`src/rtl/inst_encoder_if.sv`:
```
// Request/response bundle for the RV32I instruction encoder.
// The master side issues encode requests and consumes encoded words;
// the slave side is the encoder itself.
interface inst_encoder_if;
   logic        in_valid;
   logic        in_ready;
   logic [3:0]  in_kind;
   logic [4:0]  in_rd;
   logic [4:0]  in_rs1;
   logic [4:0]  in_rs2;
   logic [2:0]  in_funct3;
   logic [6:0]  in_funct7;
   logic [31:0] in_imm;
   logic        out_valid;
   logic        out_ready;
   logic [31:0] out_inst;
   logic        out_err;

   modport master (
      output in_valid, in_kind, in_rd, in_rs1, in_rs2, in_funct3, in_funct7, in_imm, out_ready,
      input  in_ready, out_valid, out_inst, out_err
   );

   modport slave (
      input  in_valid, in_kind, in_rd, in_rs1, in_rs2, in_funct3, in_funct7, in_imm, out_ready,
      output in_ready, out_valid, out_inst, out_err
   );
endinterface

```
`src/rtl/inst_encoder.sv`:
```
// Streaming RV32I instruction encoder: turns (kind, regs, funct, imm) into
// 32-bit instruction words, one registered word per accepted request.
// Pseudo LI is expanded into LUI+ADDI when the value does not fit in 12 bits.
// Immediates that cannot be represented raise out_err alongside the word.
module inst_encoder #(
   parameter logic [31:0] ERR_WORD  = 32'h0000_0013,
   parameter bit          CHK_RANGE = 1'b1
) (
   input logic           clk,
   input logic           reset,
   inst_encoder_if.slave bus
);

   localparam logic [6:0] OP_R      = 7'b0110011;
   localparam logic [6:0] OP_LOAD   = 7'b0000011;
   localparam logic [6:0] OP_JALR   = 7'b1100111;
   localparam logic [6:0] OP_OPIMM  = 7'b0010011;
   localparam logic [6:0] OP_STORE  = 7'b0100011;
   localparam logic [6:0] OP_BRANCH = 7'b1100011;
   localparam logic [6:0] OP_LUI    = 7'b0110111;
   localparam logic [6:0] OP_AUIPC  = 7'b0010111;
   localparam logic [6:0] OP_JAL    = 7'b1101111;

   localparam logic [3:0] K_R      = 4'd0;
   localparam logic [3:0] K_LOAD   = 4'd1;
   localparam logic [3:0] K_JALR   = 4'd2;
   localparam logic [3:0] K_OPIMM  = 4'd3;
   localparam logic [3:0] K_STORE  = 4'd4;
   localparam logic [3:0] K_BRANCH = 4'd5;
   localparam logic [3:0] K_LUI    = 4'd6;
   localparam logic [3:0] K_AUIPC  = 4'd7;
   localparam logic [3:0] K_JAL    = 4'd8;
   localparam logic [3:0] K_LI     = 4'd9;

   typedef enum logic [1:0] {
      IDLE  = 2'd0,
      HOLD  = 2'd1,
      HOLD2 = 2'd2
   } state_e;

   state_e      state_q, state_d;
   logic [31:0] outInst_q;
   logic        outErr_q;
   logic [4:0]  liRd_q;
   logic [11:0] liLo_q;

   logic [31:0] encWord;
   logic        encErr;
   logic        encSplit;
   logic        fitsI, fitsB, fitsJ;
   logic [19:0] liHi;
   logic        accept;
   logic        drainLo;

   // An immediate fits a signed N-bit field when all bits above it are sign copies.
   assign fitsI = (&bus.in_imm[31:11]) | ~(|bus.in_imm[31:11]);
   assign fitsB = (&bus.in_imm[31:12]) | ~(|bus.in_imm[31:12]);
   assign fitsJ = (&bus.in_imm[31:20]) | ~(|bus.in_imm[31:20]);

   // Upper part of LI rounded so that the sign-extended low 12 bits add back exactly;
   // adding imm[11] to imm[31:12] equals (imm + 0x800)[31:12] with the same 32-bit wrap.
   assign liHi = bus.in_imm[31:12] + {19'd0, bus.in_imm[11]};

   assign accept  = bus.in_valid & bus.in_ready;
   assign drainLo = (state_q == HOLD2) & bus.out_ready;

   // Combinational field packing and range checking for the current request.
   always_comb begin
      encWord  = ERR_WORD;
      encErr   = 1'b1;
      encSplit = 1'b0;
      unique case (bus.in_kind)
         K_R: begin
            encWord = {bus.in_funct7, bus.in_rs2, bus.in_rs1, bus.in_funct3, bus.in_rd, OP_R};
            encErr  = 1'b0;
         end
         K_LOAD: begin
            encWord = {bus.in_imm[11:0], bus.in_rs1, bus.in_funct3, bus.in_rd, OP_LOAD};
            encErr  = ~fitsI;
         end
         K_JALR: begin
            encWord = {bus.in_imm[11:0], bus.in_rs1, bus.in_funct3, bus.in_rd, OP_JALR};
            encErr  = ~fitsI;
         end
         K_OPIMM: begin
            encWord = {bus.in_imm[11:0], bus.in_rs1, bus.in_funct3, bus.in_rd, OP_OPIMM};
            encErr  = ~fitsI;
         end
         K_STORE: begin
            encWord = {bus.in_imm[11:5], bus.in_rs2, bus.in_rs1, bus.in_funct3,
                       bus.in_imm[4:0], OP_STORE};
            encErr  = ~fitsI;
         end
         K_BRANCH: begin
            encWord = {bus.in_imm[12], bus.in_imm[10:5], bus.in_rs2, bus.in_rs1, bus.in_funct3,
                       bus.in_imm[4:1], bus.in_imm[11], OP_BRANCH};
            encErr  = ~fitsB | bus.in_imm[0];
         end
         K_LUI: begin
            encWord = {bus.in_imm[31:12], bus.in_rd, OP_LUI};
            encErr  = |bus.in_imm[11:0];
         end
         K_AUIPC: begin
            encWord = {bus.in_imm[31:12], bus.in_rd, OP_AUIPC};
            encErr  = |bus.in_imm[11:0];
         end
         K_JAL: begin
            encWord = {bus.in_imm[20], bus.in_imm[10:1], bus.in_imm[11], bus.in_imm[19:12],
                       bus.in_rd, OP_JAL};
            encErr  = ~fitsJ | bus.in_imm[0];
         end
         K_LI: begin
            encErr = 1'b0;
            if (fitsI) begin
               encWord = {bus.in_imm[11:0], 5'd0, 3'b000, bus.in_rd, OP_OPIMM};
            end else begin
               encWord  = {liHi, bus.in_rd, OP_LUI};
               encSplit = 1'b1;
            end
         end
         default: begin
            encWord = ERR_WORD;
            encErr  = 1'b1;
         end
      endcase
      encErr = encErr & CHK_RANGE;
   end

   // State register; reset abandons any pending LI low half.
   always_ff @(posedge clk or negedge reset) begin
      if (!reset) begin
         state_q <= IDLE;
      end else begin
         state_q <= state_d;
      end
   end

   // Next state: a held word leaves on out_ready, a new request may replace it in the same clock.
   always_comb begin
      state_d = state_q;
      unique case (state_q)
         IDLE: begin
            if (accept) begin
               state_d = encSplit ? HOLD2 : HOLD;
            end
         end
         HOLD: begin
            if (accept) begin
               state_d = encSplit ? HOLD2 : HOLD;
            end else if (bus.out_ready) begin
               state_d = IDLE;
            end
         end
         HOLD2: begin
            if (bus.out_ready) begin
               state_d = HOLD;
            end
         end
         default: state_d = IDLE;
      endcase
   end

   // Handshake outputs decoded from state only, so in_ready never looks at in_valid.
   always_comb begin
      bus.in_ready  = 1'b0;
      bus.out_valid = 1'b0;
      unique case (state_q)
         IDLE: begin
            bus.in_ready = reset;
         end
         HOLD: begin
            bus.in_ready  = reset & bus.out_ready;
            bus.out_valid = 1'b1;
         end
         HOLD2: begin
            bus.out_valid = 1'b1;
         end
         default: begin
            bus.in_ready  = 1'b0;
            bus.out_valid = 1'b0;
         end
      endcase
   end

   // Output word register plus the LI low half kept for the follow-up ADDI.
   always_ff @(posedge clk or negedge reset) begin
      if (!reset) begin
         outInst_q <= 32'd0;
         outErr_q  <= 1'b0;
         liRd_q    <= 5'd0;
         liLo_q    <= 12'd0;
      end else if (accept) begin
         outInst_q <= encWord;
         outErr_q  <= encErr;
         liRd_q    <= bus.in_rd;
         liLo_q    <= bus.in_imm[11:0];
      end else if (drainLo) begin
         outInst_q <= {liLo_q, liRd_q, 3'b000, liRd_q, OP_OPIMM};
         outErr_q  <= 1'b0;
      end
   end

   assign bus.out_inst = outInst_q;
   assign bus.out_err  = outErr_q;

endmodule

```
`src/flat_wrapper.sv`:
```
// flat-port wrapper written by rule: the top's interface ports become plain ports
module inst_encoder_flat 
#(
   parameter logic [31:0] ERR_WORD  = 32'h0000_0013,
   parameter bit          CHK_RANGE = 1'b1
)
  (clk, reset, bus_in_valid, bus_in_kind, bus_in_rd, bus_in_rs1, bus_in_rs2, bus_in_funct3, bus_in_funct7, bus_in_imm, bus_out_ready, bus_in_ready, bus_out_valid, bus_out_inst, bus_out_err);
  inst_encoder_if bus_i ();
  input logic clk;
  input logic reset;
  input wire logic [$bits(bus_i.in_valid)-1:0] bus_in_valid;
  input wire logic [$bits(bus_i.in_kind)-1:0] bus_in_kind;
  input wire logic [$bits(bus_i.in_rd)-1:0] bus_in_rd;
  input wire logic [$bits(bus_i.in_rs1)-1:0] bus_in_rs1;
  input wire logic [$bits(bus_i.in_rs2)-1:0] bus_in_rs2;
  input wire logic [$bits(bus_i.in_funct3)-1:0] bus_in_funct3;
  input wire logic [$bits(bus_i.in_funct7)-1:0] bus_in_funct7;
  input wire logic [$bits(bus_i.in_imm)-1:0] bus_in_imm;
  input wire logic [$bits(bus_i.out_ready)-1:0] bus_out_ready;
  output wire logic [$bits(bus_i.in_ready)-1:0] bus_in_ready;
  output wire logic [$bits(bus_i.out_valid)-1:0] bus_out_valid;
  output wire logic [$bits(bus_i.out_inst)-1:0] bus_out_inst;
  output wire logic [$bits(bus_i.out_err)-1:0] bus_out_err;
  assign bus_i.in_valid = bus_in_valid;
  assign bus_i.in_kind = bus_in_kind;
  assign bus_i.in_rd = bus_in_rd;
  assign bus_i.in_rs1 = bus_in_rs1;
  assign bus_i.in_rs2 = bus_in_rs2;
  assign bus_i.in_funct3 = bus_in_funct3;
  assign bus_i.in_funct7 = bus_in_funct7;
  assign bus_i.in_imm = bus_in_imm;
  assign bus_i.out_ready = bus_out_ready;
  assign bus_in_ready = bus_i.in_ready;
  assign bus_out_valid = bus_i.out_valid;
  assign bus_out_inst = bus_i.out_inst;
  assign bus_out_err = bus_i.out_err;
  inst_encoder #(.ERR_WORD(ERR_WORD), .CHK_RANGE(CHK_RANGE)) u_core (.clk(clk), .reset(reset), .bus(bus_i));
endmodule
```
`config.mk`:
```
export PLATFORM = sky130hd
export DESIGN_NAME = inst_encoder_flat
export DESIGN_NICKNAME = d
export VERILOG_FILES = /design/src/rtl/inst_encoder_if.sv /design/src/rtl/inst_encoder.sv /design/src/flat_wrapper.sv
export SDC_FILE = /design/constraint.sdc
export NUM_CORES = 1
export LEC_CHECK = 0
export ABC_CLOCK_PERIOD_IN_PS = 4900
export BUFFER_PORTS_ARGS = -buffer_cell sky130_fd_sc_hd__buf_2
export CORE_ASPECT_RATIO = 0.5
export CORE_MARGIN = 2
export CORE_UTILIZATION = 40
export CTS_CLUSTER_DIAMETER = 60
export DETAILED_ROUTE_END_ITERATION = 6
export SYNTH_ARGS = -nofsm -noshare
export SYNTH_HDL_FRONTEND = slang
export SYNTH_SLANG_ARGS = --single-unit
```
`constraint.sdc`:
```
create_clock -name clk -period 4.9 [get_ports clk]
set_input_delay 0.245 -clock clk [delete_from_list [all_inputs] [get_ports clk]]
set_output_delay 0.245 -clock clk [all_outputs]
set_load 0.02 [all_outputs]
```
* Yosys cells after proc, flatten, opt, wreduce, memory -nomap -nowiden
Index checks and enable logic that the tools add are counted.
Storage, ports and cells: register bits after elaboration 52
Cells by class: $add $sub $neg 1, eq/ne operators 14, multiplexer cells 17, bitwise gates (word level) 14, reduce and logical (&&, ||, !) cells 15
Operator list (count):
- $pmux 32 s10 | 1
- $mux 32 | 3
- $reduce_or 12->1 | 2
- $reduce_and 21->1 | 1
- $reduce_or 21->1 | 1
- $add 20x1->20 | 1
- $reduce_and 20->1 | 1
- $reduce_or 20->1 | 1
- $eq 4x3->1 const B | 4
- $reduce_and 12->1 | 1
- $mux 2 | 5
- $eq 4x2->1 const B | 2
- $eq 4x4->1 const B | 2
- $not 1->1 | 6
- $pmux 2 s3 | 1
- $reduce_or 2->1 | 3
- $mux 1 | 5
- $or 1x1->1 | 5
- $pmux 1 s5 | 1
- $eq 4x1->1 const B | 1
- $logic_not 4->1 | 1
- $reduce_or 4->1 | 1
- $and 1x1->1 | 3
- $ne 3x2->1 const B | 1
- 8 further kinds | 8

* Logic depth before layout (Yosys ltp)
Gate-level depths: netlist of run 1.
depth after elaboration 8, gate-level depth with buffers 9

* Worst setup path after synthesis of run 1
Ideal clock, no wire load.
kind register -> register, start point register u_core.state_q[0], end point register u_core.outInst_q[15] (netlist: u_core.bus.out_inst[15]), arrival 1.778 ns, data required time 4.809 ns, slack 3.032 ns, cell stages (with the launch flop) 9, clock period less this slack 1.868 ns, cells stage by stage dfrtp_1 inv_1 ha_1 a21oi_1 or2_2 a21o_2 clkbuf_8 clkbuf_1 o221ai_1
Between the ends: word-level cells in the longest chain between the ends 4
Ends and longest elaborated chain:
- start, declared | line inst_encoder.sv:41 | state_e state_q, state_d;
- start signal, assigned | line inst_encoder.sv:134 | state_q <= state_d;
- $eq 2x1->1 or $logic_not 2->1 (tied branches) | line inst_encoder.sv:167 | unique case (state_q)
- $pmux 1 s2 | line inst_encoder.sv:167
- $and 1x1->1 | line inst_encoder.sv:64 | assign accept = bus.in_valid & bus.in_ready;
- $mux 32 or $reduce_bool 2->1 (tied branches)
- end signal, assigned | line inst_encoder.sv:193 | outInst_q <= encWord;
- end signal, assigned | line inst_encoder.sv:198 | outInst_q <= {liLo_q, liRd_q, 3'b000, liRd_q, OP_OPIMM};
- end, declared | line inst_encoder.sv:42 | logic [31:0] outInst_q;
Parallel ways exist; a longest one is shown, timed or not. A chain may end at the register's enable or synchronous reset.

* Worst setup path after layout of run 1
start point register u_core.state_q[0], end point register u_core.outInst_q[31] (netlist: u_core.bus.out_inst[31])
Same word-level chain as after synthesis.

==> results of run 1 <==
kinds of logic after synthesis:
kind of cell	share of synthesized area
AO/OA/AOI/OAI	0.267
XOR/XNOR	0.0500
adder cells (fa/ha/maj)	0.0238
buffers and inverters	0.0591
flip-flops	0.347
multiplexers	0.0211
AND/OR/NAND/NOR	0.232
synth_stat cells, drive strengths merged (4+ instances only):
cell     n  area [um2]
nor2b    9        56.3
clkbuf  20         116
nor4     8        56.3
mux2i    4        40.0
a21boi   5        37.5
ha       7        87.6
nand4    5        46.3
nand3   12        60.1
and3     4        26.3
buf     10        78.8
a222oi   8        80.1
and4     6        57.6
nor2    29         116
a21oi   17        85.1
o221ai   6        52.6
a221oi   9        97.6
xnor2   15         131
o21ai   36         180
xor2     6        52.6
dfrtp   51        1280
nand2   93         349
inv      6        22.5
a311oi   7        67.6
a22oi   14         105
registers in the layout (all words and copies together) (netlist names):
| name | flops |
|---|---|
| u_core.bus.out_err | 1 |
| u_core.liLo_q | 12 |
| u_core.bus.out_inst | 31 |
| u_core.liRd_q | 5 |
| u_core.state_q | 2 |
stage by stage:
step                      total power, mW  instance area (um2)  std cells  hold WS (ps)
after CTS                            1.91                 4320        632           175
after global routing                 2.03                 4320        632           201
after floorplan                      1.25                 3680        434         -50.6
after detailed placement             1.53                 4160        623          86.0
final                                1.90                 4320        632           168
after global placement               1.51                 4160        623          76.4
power by group:
part	total, mW	switching, mW	internal [mW]
Sequential	0.697	0.0916	0.605
Clock	0.380	0.175	0.205
Combinational	0.825	0.532	0.293
Total	1.90	0.799	1.10
metal layers:
layer | up-vias | global-route usage | part of all wire
met5 | - | 0 | 0
met4 | 0 | 0.0589 | 0.013
met3 | 16 | 0.0455 | 0.059
met2 | 130 | 0.349 | 0.42
met1 | 1739 | 0.349 | 0.51
li1 | 1759 | - | -
cell type report:
class,count,share of cell area
multi-input cells,347,0.508
flip-flops and latches,51,0.295
repair buffers,103,0.122
well taps,117,0.0339
clock buffers,6,0.0321
inverters,6,0.00521
clock inverters,2,0.00376
worst paths after layout:
check	start	to	slack, ps	cells after the start
worst max-delay path	u_core.state_q[0]	u_core.bus.out_inst[31]	2200	8
worst min register to register	u_core.liLo_q[4]	u_core.liLo_q[4]	480	2
max in group asynchronous	reset	u_core.bus.out_inst[10]	3640	3
worst min-delay path	bus_in_rd[4]	u_core.liRd_q[4]	170	3
min in group asynchronous	reset	u_core.state_q[1]	380	2
worst max register to register	u_core.state_q[0]	u_core.bus.out_inst[31]	2200	8
what timing repair did:
action | CTS | global route
endpoints found under the setup margin | 0 | 0
hold endpoints to repair | 2 | 0
hold buffers | 1 | 0
worst min-delay path: stages:
cell and delay, ps:
buf_2 100, nand2_1 50, nand2_1 50
==> results by group, run 1 <==
STA
  • Slew @ Worst Pin: approximately 920 ps
  • Slew Limit Headroom: 0.382
  • Max Clock Skew: ~9.8 ps
  • Setup slack after layout: ~2200 ps
  • Max Slew Vio Count: 0
  • Final hold viol count: 0
  • Min cycle time layout: approximately 2700 ps
  • RSZ-0062 raised after global routing: false
  • Max Freq: 0.370 GHz
  • Final period utilization: 0.551
  • Final setup vio count: 0
  • Setup tns final: 0 ps

Clock tree
  • CTS max path bufs: 2
  • Post-CTS Setup Bufs: 0
  • Clock Latency Late Sink: a little over 300 ps
  • Total clock sinks: 51
  • Clock-pin slew on the worst setup and hold paths: approximately 80 ps
  • Cts repair resizes: 0
  • CTS H-Tree Depth: 2
  • Clk root buf: clkbuf_16
  • CTS tree: built
  • Inserted Clock Buffers: 5

Flow run
  • Max-cap viol count: 0

Finish
  • Layout area overhead: 17.4%
  • Layout cell share with drive strength beyond 1: 0.262
  • Core Util, Final: 0.490
  • Number of fill cells: between 900 and 1000
  • Area occupied by multi-input gates: between 2000 and 2500 um2
  • Most common cell after layout, fill and taps aside: buf_2
  • Register area: ~1300 um2
  • Diodes inserted: 0
  • Commonest cells after routing, fill and taps aside: buf_2 (99), nand2_1 (93), dfrtp_1 (51)
  • Nets: ~590

Setup path
  • CP bufs+invs: 1
  • Crit-path max FO: 30
  • Critical Path Slowest Stage Cell: or2_2
  • Most Frequent Cell on Critical Path: a21oi_1
  • WS Path Type: flip-flop to flip-flop
  • CP Cell Sequence: inv_1 -> ha_1 -> a21oi_1 -> or2_2 -> a21o_2 -> a21oi_1 -> and3_1 -> o32a_1
  • WP data required: 5090 ps
  • Crit end category: flip-flop
  • CP delay by family, top: compound AO/OA/AOI/OAI gates
  • Worst EP arrival: 2890 ps
  • Crit-path max cell delay: approximately 540 ps
  • Critical path startpoint category: flip-flop

Place
  • PortBufs: just under 100
  • Post-placement setup slack: 2230 ps
  • Detailed Place HPWL: around 8300 um
  • GPL Wtd Cong: 0.860

Drt
  • Vias per cell: slightly below 6
  • DR WL/cell: ~18 um
  • DR iter-0 viols: 353
  • TritonRoute pass-1 iters: 5
  • Routed Antenna Nets: 0
  • Via count: roughly 3600
  • # DRC: 0
  • Post-Route WL: approximately 12000 um

Yosys
  • EDFF count, synth: 0
  • Synth async-reset ratio: 1.00
  • Syn avg cell area: 8.48 um2
  • Syn Inst Count: between 400 and 500
  • Post-synthesis sequential element count: slightly above 50
  • Synth Warn #: 0
  • Library cells used by synthesis: between 60 and 70
  • Primary FF master, synth: dfrtp_1
  • Synthesized area: around 3700 um2
  • Seq/Total Area, Yosys: 0.347
  • Syn_nets: 506

Global routing
  • Largest net degree at the start of global routing: 50
  • All-Layer GR Usage: 0.234
  • Total grt overflow: 0
  • Vias in the first global route: 3453
  • First-pass GRT wire length: 18500 um
  • Initial antenna violation count: 0

Die
  • # rows: 24
  • Placeable Area: approximately 8800 um2
  • I/O pins: 100
  • Die extent in y: between 70 and 80 um
  • Die width: 140 um
  • Initial Util: 0.417
  • Die area: approximately 10000 um2

Run status
  • Status: finished clean

Power and ir drop
  • PD cells: ~440 nW/um2
  • Worst vdd ir: roughly 0.23 mV
  • Leak pwr: 1.94 nW

Hold path
  • Worst min-delay path class: primary input to flip-flop
Note: power is estimated with default switching activity, not from simulation.
==> inputs of run 2 (changes only) <==
--- a/config.mk
+++ b/config.mk
@@ -5,13 +5,14 @@
 export SDC_FILE = /design/constraint.sdc
 export NUM_CORES = 1
 export LEC_CHECK = 0
-export ABC_CLOCK_PERIOD_IN_PS = 4900
+export ABC_CLOCK_PERIOD_IN_PS = 2400
 export BUFFER_PORTS_ARGS = -buffer_cell sky130_fd_sc_hd__buf_2
 export CORE_ASPECT_RATIO = 0.5
 export CORE_MARGIN = 2
 export CORE_UTILIZATION = 40
 export CTS_CLUSTER_DIAMETER = 60
 export DETAILED_ROUTE_END_ITERATION = 6
+export PLACE_DENSITY = 0.66
 export SYNTH_ARGS = -nofsm -noshare
 export SYNTH_HDL_FRONTEND = slang
 export SYNTH_SLANG_ARGS = --single-unit
==> constraint.sdc (replaced) <==
create_clock -name clk -period 2.4 [get_ports clk]
set_input_delay 0.12 -clock clk [delete_from_list [all_inputs] [get_ports clk]]
set_output_delay 0.12 -clock clk [all_outputs]
set_load 0.02 [all_outputs]
==> run 2 against run 1 <==
Maximum frequency increased by 20%. Sequential cell count stayed put. Utilization up 1.4 points. Via count rose by 2.2%. Highest routed layer unchanged.
==> results by group, run 2 (synthesized netlist as in run 1, its figures left out) <==
Global routing
  • Vias in the first global route: 3434 (-0.55%)
  • Total grt overflow: 0 (unchanged)
  • Initial antenna violation count: 0 (unchanged)
  • First-pass GRT wire length: 18300 um (-1.1%)
  • All-Layer GR Usage: 0.230 (-0.00354)
  • Largest net degree at the start of global routing: 34 (-32%)

Finish
  • Diodes inserted: 0 (unchanged)
  • Layout cell share with drive strength beyond 1: 0.282 (+0.0195)
  • Nets: 600 (+2.4%)
  • Number of fill cells: 885 (-1.8%)
  • Largest register FFs: 31 (unchanged)
  • Commonest cells after routing, fill and taps aside: buf_2 (99), nand2_1 (93), dfrtp_1 (51)
  • Layout area overhead: 20.8%
  • Most common cell after layout, fill and taps aside: buf_2

STA
  • Worst hold margin: 55.1 ps (-112 ps)
  • Max Freq: 0.446 GHz (+20%)
  • Slew Limit Headroom: 0.617 (+0.235)
  • Max Clock Skew: 10.3 ps (+0.543 ps)
  • Final period utilization: 0.935 (+0.384)
  • Final setup vio count: 0 (unchanged)
  • Setup tns final: 0 ps (unchanged)
  • Min cycle time layout: 2240 ps (-455 ps)
  • Slew @ Worst Pin: 560 ps (-364 ps)
  • Final hold viol count: 0 (unchanged)
  • RSZ-0062 raised after global routing: false
  • Max Slew Vio Count: 0 (unchanged)

Drt
  • Post-Route WL: 11500 um (-1.6%)
  • # DRC: 0 (unchanged)
  • DR iter-0 viols: 343 (-2.8%)
  • Vias per cell: 5.76 (about the same)
  • Routed Antenna Nets: 0 (unchanged)
  • DR WL/cell: 17.7 um (-3.7%)
  • Via count: 3724 (+2.2%)
  • TritonRoute pass-1 iters: 5 (unchanged)

Flow run
  • Max-cap viol count: 0 (unchanged)

Setup path
  • Worst EP arrival: 2480 ps (-410 ps)
  • Critical Path Slowest Stage Cell: a2111oi_0
  • WS Path Type: flip-flop to flip-flop
  • Reg-to-reg setup timing slack: 160 ps (-2040 ps)
  • Crit end category: flip-flop
  • WP data required: 2630 ps (-2460 ps)
  • CP Cell Sequence: inv_1 -> ha_1 -> a21oi_1 -> or2_2 -> a21o_2 -> a2111oi_0 -> o32a_1
  • Critical path startpoint category: flip-flop
  • Crit-path max cell delay: 460 ps (-80 ps)
  • Crit-path max FO: 6 (-80%)

Clock tree
  • Clk root buf: clkbuf_16
  • CTS max path bufs: 2 (unchanged)
  • Clock-pin slew on the worst setup and hold paths: 70 ps (about the same)
  • Inserted Clock Buffers: 5 (unchanged)
  • CTS tree: built
  • Clock Latency Late Sink: 300 ps (about the same)
  • Total clock sinks: 51 (unchanged)
  • CTS H-Tree Depth: 2 (unchanged)
  • Cts repair resizes: 0 (unchanged)

Power and ir drop
  • PD cells: 898 nW/um2 (+100%)
  • Comb power frac: 0.430 (-0.004)
  • Worst vdd ir: 0.372 mV (+61%)
  • Switch share: 0.402 (-0.0179)
  • Clock Power Share: 0.213 (+0.013)
  • Leak pwr: 2.02 nW (+4.2%)
  • Internal: 2.39 mW (+120%)
  • Sequential share of power: 0.357 (-0.009)
  • Net Sw Power: 1.61 mW (+100%)

Run status
  • Status: finished clean

Die
  • Placeable Area: 8830 um2 (unchanged)
  • Die area: 10000 um2 (unchanged)
  • Initial Util: 0.417 (unchanged)
  • # rows: 24 (unchanged)
  • I/O pins: 100 (unchanged)
  • Die width: 140 um (unchanged)
  • Die extent in y: 71.8 um (unchanged)

Place
  • PortBufs: 99 (unchanged)
  • Detailed Place HPWL: 8550 um (+3.5%)
  • GPL Wtd Cong: 0.907 (+5.4%)

Hold path
  • Worst min-delay path class: primary input to flip-flop
-- run 2: changes by cell type in the layout (fill, tap and decap cells not counted) --
cell        before  now
bufinv_16        0    1
buf_4            3   17
clkinvlp_4       1    0
clkinv_4         1    0
clkinv_2         0    1
-- run 2: repair_timing --
action	4_1_cts	5_1_grt
setup buffers	0	0
endpoints found under the hold margin	4	0
hold buffers	1	0
-- run 2: final cells by class --
| class | instances | area, um2 | area share |
|---|---|---|---|
| clock inverter | 2 | 35.0 | 0.00788 |
| inverter | 6 | 22.5 | 0.00506 |
| clock buffer | 6 | 139 | 0.0312 |
| tap | 117 | 146 | 0.0329 |
| multi-input combinational | 347 | 2190 | 0.494 |
| timing repair buffer | 117 | 633 | 0.142 |
| sequential | 51 | 1280 | 0.287 |
-- run 2: critical path, delay by kind of cell, from the launching register on --
| kind | cells | cell delay, ps |
|---|---|---|
| adder cells (fa/ha/maj) | 1 | 260 |
| AO/OA/AOI/OAI | 4 | 1050 |
| buffers and inverters | 1 | 100 |
| AND/OR/NAND/NOR | 1 | 350 |
| flip-flops | 1 | 420 |
-- run 2: through the flow --
stage | util | total power [mW] | area [um2] | cells | worst slack [ps]
after floorplan | - | 2.55 | 3680 | 434 | 532
after global placement | 0.483 | 3.13 | 4260 | 637 | 228
after detailed placement | 0.483 | 3.16 | 4260 | 637 | 190
after CTS | 0.504 | 4.01 | 4450 | 646 | 173
after global routing | 0.504 | 4.27 | 4450 | 646 | 72.7
final | 0.504 | 3.99 | 4450 | 646 | 156
-- run 2: routing by layer --
layer	global-route usage	up-vias	share of wire
li1	-	1788	-
met2	0.349	107	0.43
met5	0	-	0
met4	0.0533	0	0.011
met1	0.342	1821	0.49
met3	0.0434	8	0.068
-- run 2: path summary, 6_finish.rpt --
path                                        start                 endpoint  depth (start not counted)
worst max-delay path            u_core.state_q[0]  u_core.bus.out_inst[31]                          7
worst min-delay path               bus_in_imm[10]        u_core.liLo_q[10]                          3
worst max register to register  u_core.state_q[0]  u_core.bus.out_inst[31]                          7
worst min register to register   u_core.liLo_q[1]         u_core.liLo_q[1]                          2
max in group asynchronous                   reset  u_core.bus.out_inst[29]                          3
min in group asynchronous                   reset  u_core.bus.out_inst[22]                          2
-- run 2: power by group through the flow --
stage / combinational, mW / sequential, mW / clock, mW
floorplan: 0.857 / 1.70 / 0
global placement: 1.69 / 1.44 / 0
detailed placement: 1.72 / 1.44 / 0
CTS: 1.73 / 1.43 / 0.858
global route: 1.91 / 1.48 / 0.890
finish: 1.72 / 1.43 / 0.849
==> inputs of run 3 (changes only) <==
--- a/config.mk
+++ b/config.mk
@@ -13,6 +13,7 @@
 export CTS_CLUSTER_DIAMETER = 60
 export DETAILED_ROUTE_END_ITERATION = 6
 export PLACE_DENSITY = 0.66
+export SETUP_SLACK_MARGIN = 0.5
 export SYNTH_ARGS = -nofsm -noshare
 export SYNTH_HDL_FRONTEND = slang
 export SYNTH_SLANG_ARGS = --single-unit
==> run 3 against run 2 <==
Via count up 1.5%. Global-route usage up 0.18 points. Setup slack better by 360 ps. Critical path depth grew 1. Routed wire length up 0.93%. Register-to-register slack better by 360 ps. Largest cell class unchanged. Critical path type unchanged. Non-clock buffer count is 7 higher. Clock skew down 2.0 ps.
==> results by group, run 3 (synthesized netlist as in run 1, its figures left out) <==
Run status
  • Status: finished clean

Place
  • GPL Wtd Cong: 0.907 (unchanged)
  • Post-placement setup slack: 190 ps (unchanged)
  • PortBufs: 99 (unchanged)
  • Detailed Place HPWL: 8550 um (unchanged)

STA
  • Slew @ Worst Pin: 569 ps (+8.83 ps)
  • Final hold viol count: 0 (unchanged)
  • Setup slack after layout: 520 ps (+363 ps)
  • Final period utilization: 0.784 (-0.151)
  • Final setup vio count: 0 (unchanged)
  • RSZ-0062 raised after global routing: true
  • Max Freq: 0.532 GHz (+19%)
  • Max Slew Vio Count: 0 (unchanged)
  • Setup tns final: 0 ps (unchanged)
  • Min cycle time layout: 1880 ps (-363 ps)
  • Slew Limit Headroom: 0.619 (+0.00238)
  • Max Clock Skew: 8.29 ps (-2.01 ps)

Power and ir drop
  • Comb power frac: 0.447 (+0.017)
  • Leak pwr: 2.07 nW (+2.7%)
  • Clock Power Share: 0.206 (-0.007)
  • PD cells: 895 nW/um2 (-0.24%)
  • Worst vdd ir: 0.393 mV (+5.6%)
  • Sequential share of power: 0.347 (-0.010)
  • Internal: 2.47 mW (+3.6%)
  • Switch share: 0.400 (-0.00207)
  • Net Sw Power: 1.65 mW (+2.7%)

Clock tree
  • Clock-pin slew on the worst setup and hold paths: 70 ps (about the same)
  • Clk root buf: clkbuf_16
  • Clock Latency Late Sink: 300 ps (about the same)
  • CTS tree: built
  • Total clock sinks: 51 (unchanged)
  • Inserted Clock Buffers: 5 (unchanged)
  • CTS H-Tree Depth: 2 (unchanged)
  • CTS max path bufs: 2 (unchanged)

Global routing
  • Initial antenna violation count: 0 (unchanged)
  • Total grt overflow: 0 (unchanged)
  • Vias in the first global route: 3504 (+2.0%)
  • First-pass GRT wire length: 18500 um (+0.95%)
  • Largest net degree at the start of global routing: 34 (unchanged)
  • All-Layer GR Usage: 0.232 (+0.00176)

Flow run
  • Max-cap viol count: 0 (unchanged)

Finish
  • Most common cell after layout, fill and taps aside: buf_2
  • Diodes inserted: 0 (unchanged)
  • Core Util, Final: 0.521 (+0.0176)
  • Nets: 607 (+1.2%)
  • Largest register FFs: 31 (unchanged)
  • Commonest cells after routing, fill and taps aside: buf_2 (98), nand2_1 (93), dfrtp_1 (50)
  • Layout cell share with drive strength beyond 1: 0.310 (+0.0280)
  • Layout area overhead: 25.0%

Setup path
  • Crit-path max FO: 18 (+12)
  • Crit end category: flip-flop
  • WS Path Type: flip-flop to flip-flop
  • WP data required: 2580 ps (-50 ps)
  • Critical path startpoint category: flip-flop
  • Worst EP arrival: 2060 ps (-420 ps)

Drt
  • DR iter-0 viols: 460 (+34%)
  • Via count: 3778 (+1.5%)
  • # DRC: 0 (unchanged)
  • TritonRoute pass-1 iters: 6 (+1)
  • Routed Antenna Nets: 0 (unchanged)
  • Vias per cell: 5.79 (+0.36%)
  • Post-Route WL: 11600 um (+0.93%)
  • DR WL/cell: 17.7 um (-0.16%)

Die
  • Die extent in y: 71.8 um (unchanged)
  • Placeable Area: 8830 um2 (unchanged)
  • I/O pins: 100 (unchanged)
  • Die area: 10000 um2 (unchanged)
  • Die width: 140 um (unchanged)
  • # rows: 24 (unchanged)
  • Initial Util: 0.417 (unchanged)

Hold path
  • Worst min-delay path class: primary input to flip-flop
-- run 3: path summary, 6_finish.rpt --
| check | start | endpoint | slack [ps] | cells past startpoint |
|---|---|---|---|---|
| worst max-delay path | u_core.state_q[0] | u_core.bus.out_inst[30] | 520 | 8 |
| worst min-delay path | bus_in_rd[2] | u_core.liRd_q[2] | 60 | 3 |
| worst max register to register | u_core.state_q[0] | u_core.bus.out_inst[30] | 520 | 8 |
| worst min register to register | u_core.liLo_q[1] | u_core.liLo_q[1] | 470 | 2 |
| max in group asynchronous | reset | u_core.bus.out_inst[29] | 1480 | 3 |
| min in group asynchronous | reset | u_core.bus.out_inst[22] | 240 | 2 |
-- run 3: repair_timing --
item                                    4_1_cts  5_1_grt
hold buffers                                  1        0
resized for setup                            15       14
pin swaps                                     1        5
endpoints found under the setup margin       28       25
buffers inserted                              3        4
hold endpoints to repair                      4        0
-- run 3: per-layer routing --
layer / global-route usage / vias up / share of wire
li1: - / 1799 / -
met1: 0.339 / 1832 / 0.48
met2: 0.355 / 133 / 0.43
met3: 0.0475 / 14 / 0.071
met4: 0.0567 / 0 / 0.013
met5: 0 / - / 0
-- run 3: layout make-up --
cell class                      count  area, um2
Tap cell                          117        146
Inverter                            6       22.5
Multi-Input combinational cell    347       2270
Fill cell                         866       4230
Clock buffer                        6        139
Sequential cell                    51       1280
Clock inverter                      2       35.0
Timing Repair Buffer              124        716
-- run 3: power by group through the flow --
stage	registers (mW)	logic, mW	clock network [mW]
final	1.43	1.84	0.847
after detailed placement	1.44	1.72	0
after floorplan	1.70	0.857	0
after global routing	1.48	2.03	0.892
after CTS	1.43	1.80	0.858
after global placement	1.44	1.69	0
-- run 3: worst max-delay path, stage by stage, from the launching register on --
cell and delay (ps):
dfrtp_2 440, inv_2 90, ha_1 210, a31o_2 160, a32o_1 260, buf_6 230, o211ai_1 110, a21oi_1 160
a21oi_1 90
-- run 3: through the flow --
| stage | cells | total power [mW] | hold WS, ps | cell area [um2] |
|---|---|---|---|---|
| after floorplan | 434 | 2.55 | -176 | 3680 |
| after global placement | 637 | 3.13 | -4.91 | 4260 |
| after detailed placement | 637 | 3.16 | -4.17 | 4260 |
| after CTS | 649 | 4.09 | 51.6 | 4530 |
| after global routing | 653 | 4.41 | 69.9 | 4600 |
| final | 653 | 4.12 | 59.4 | 4600 |
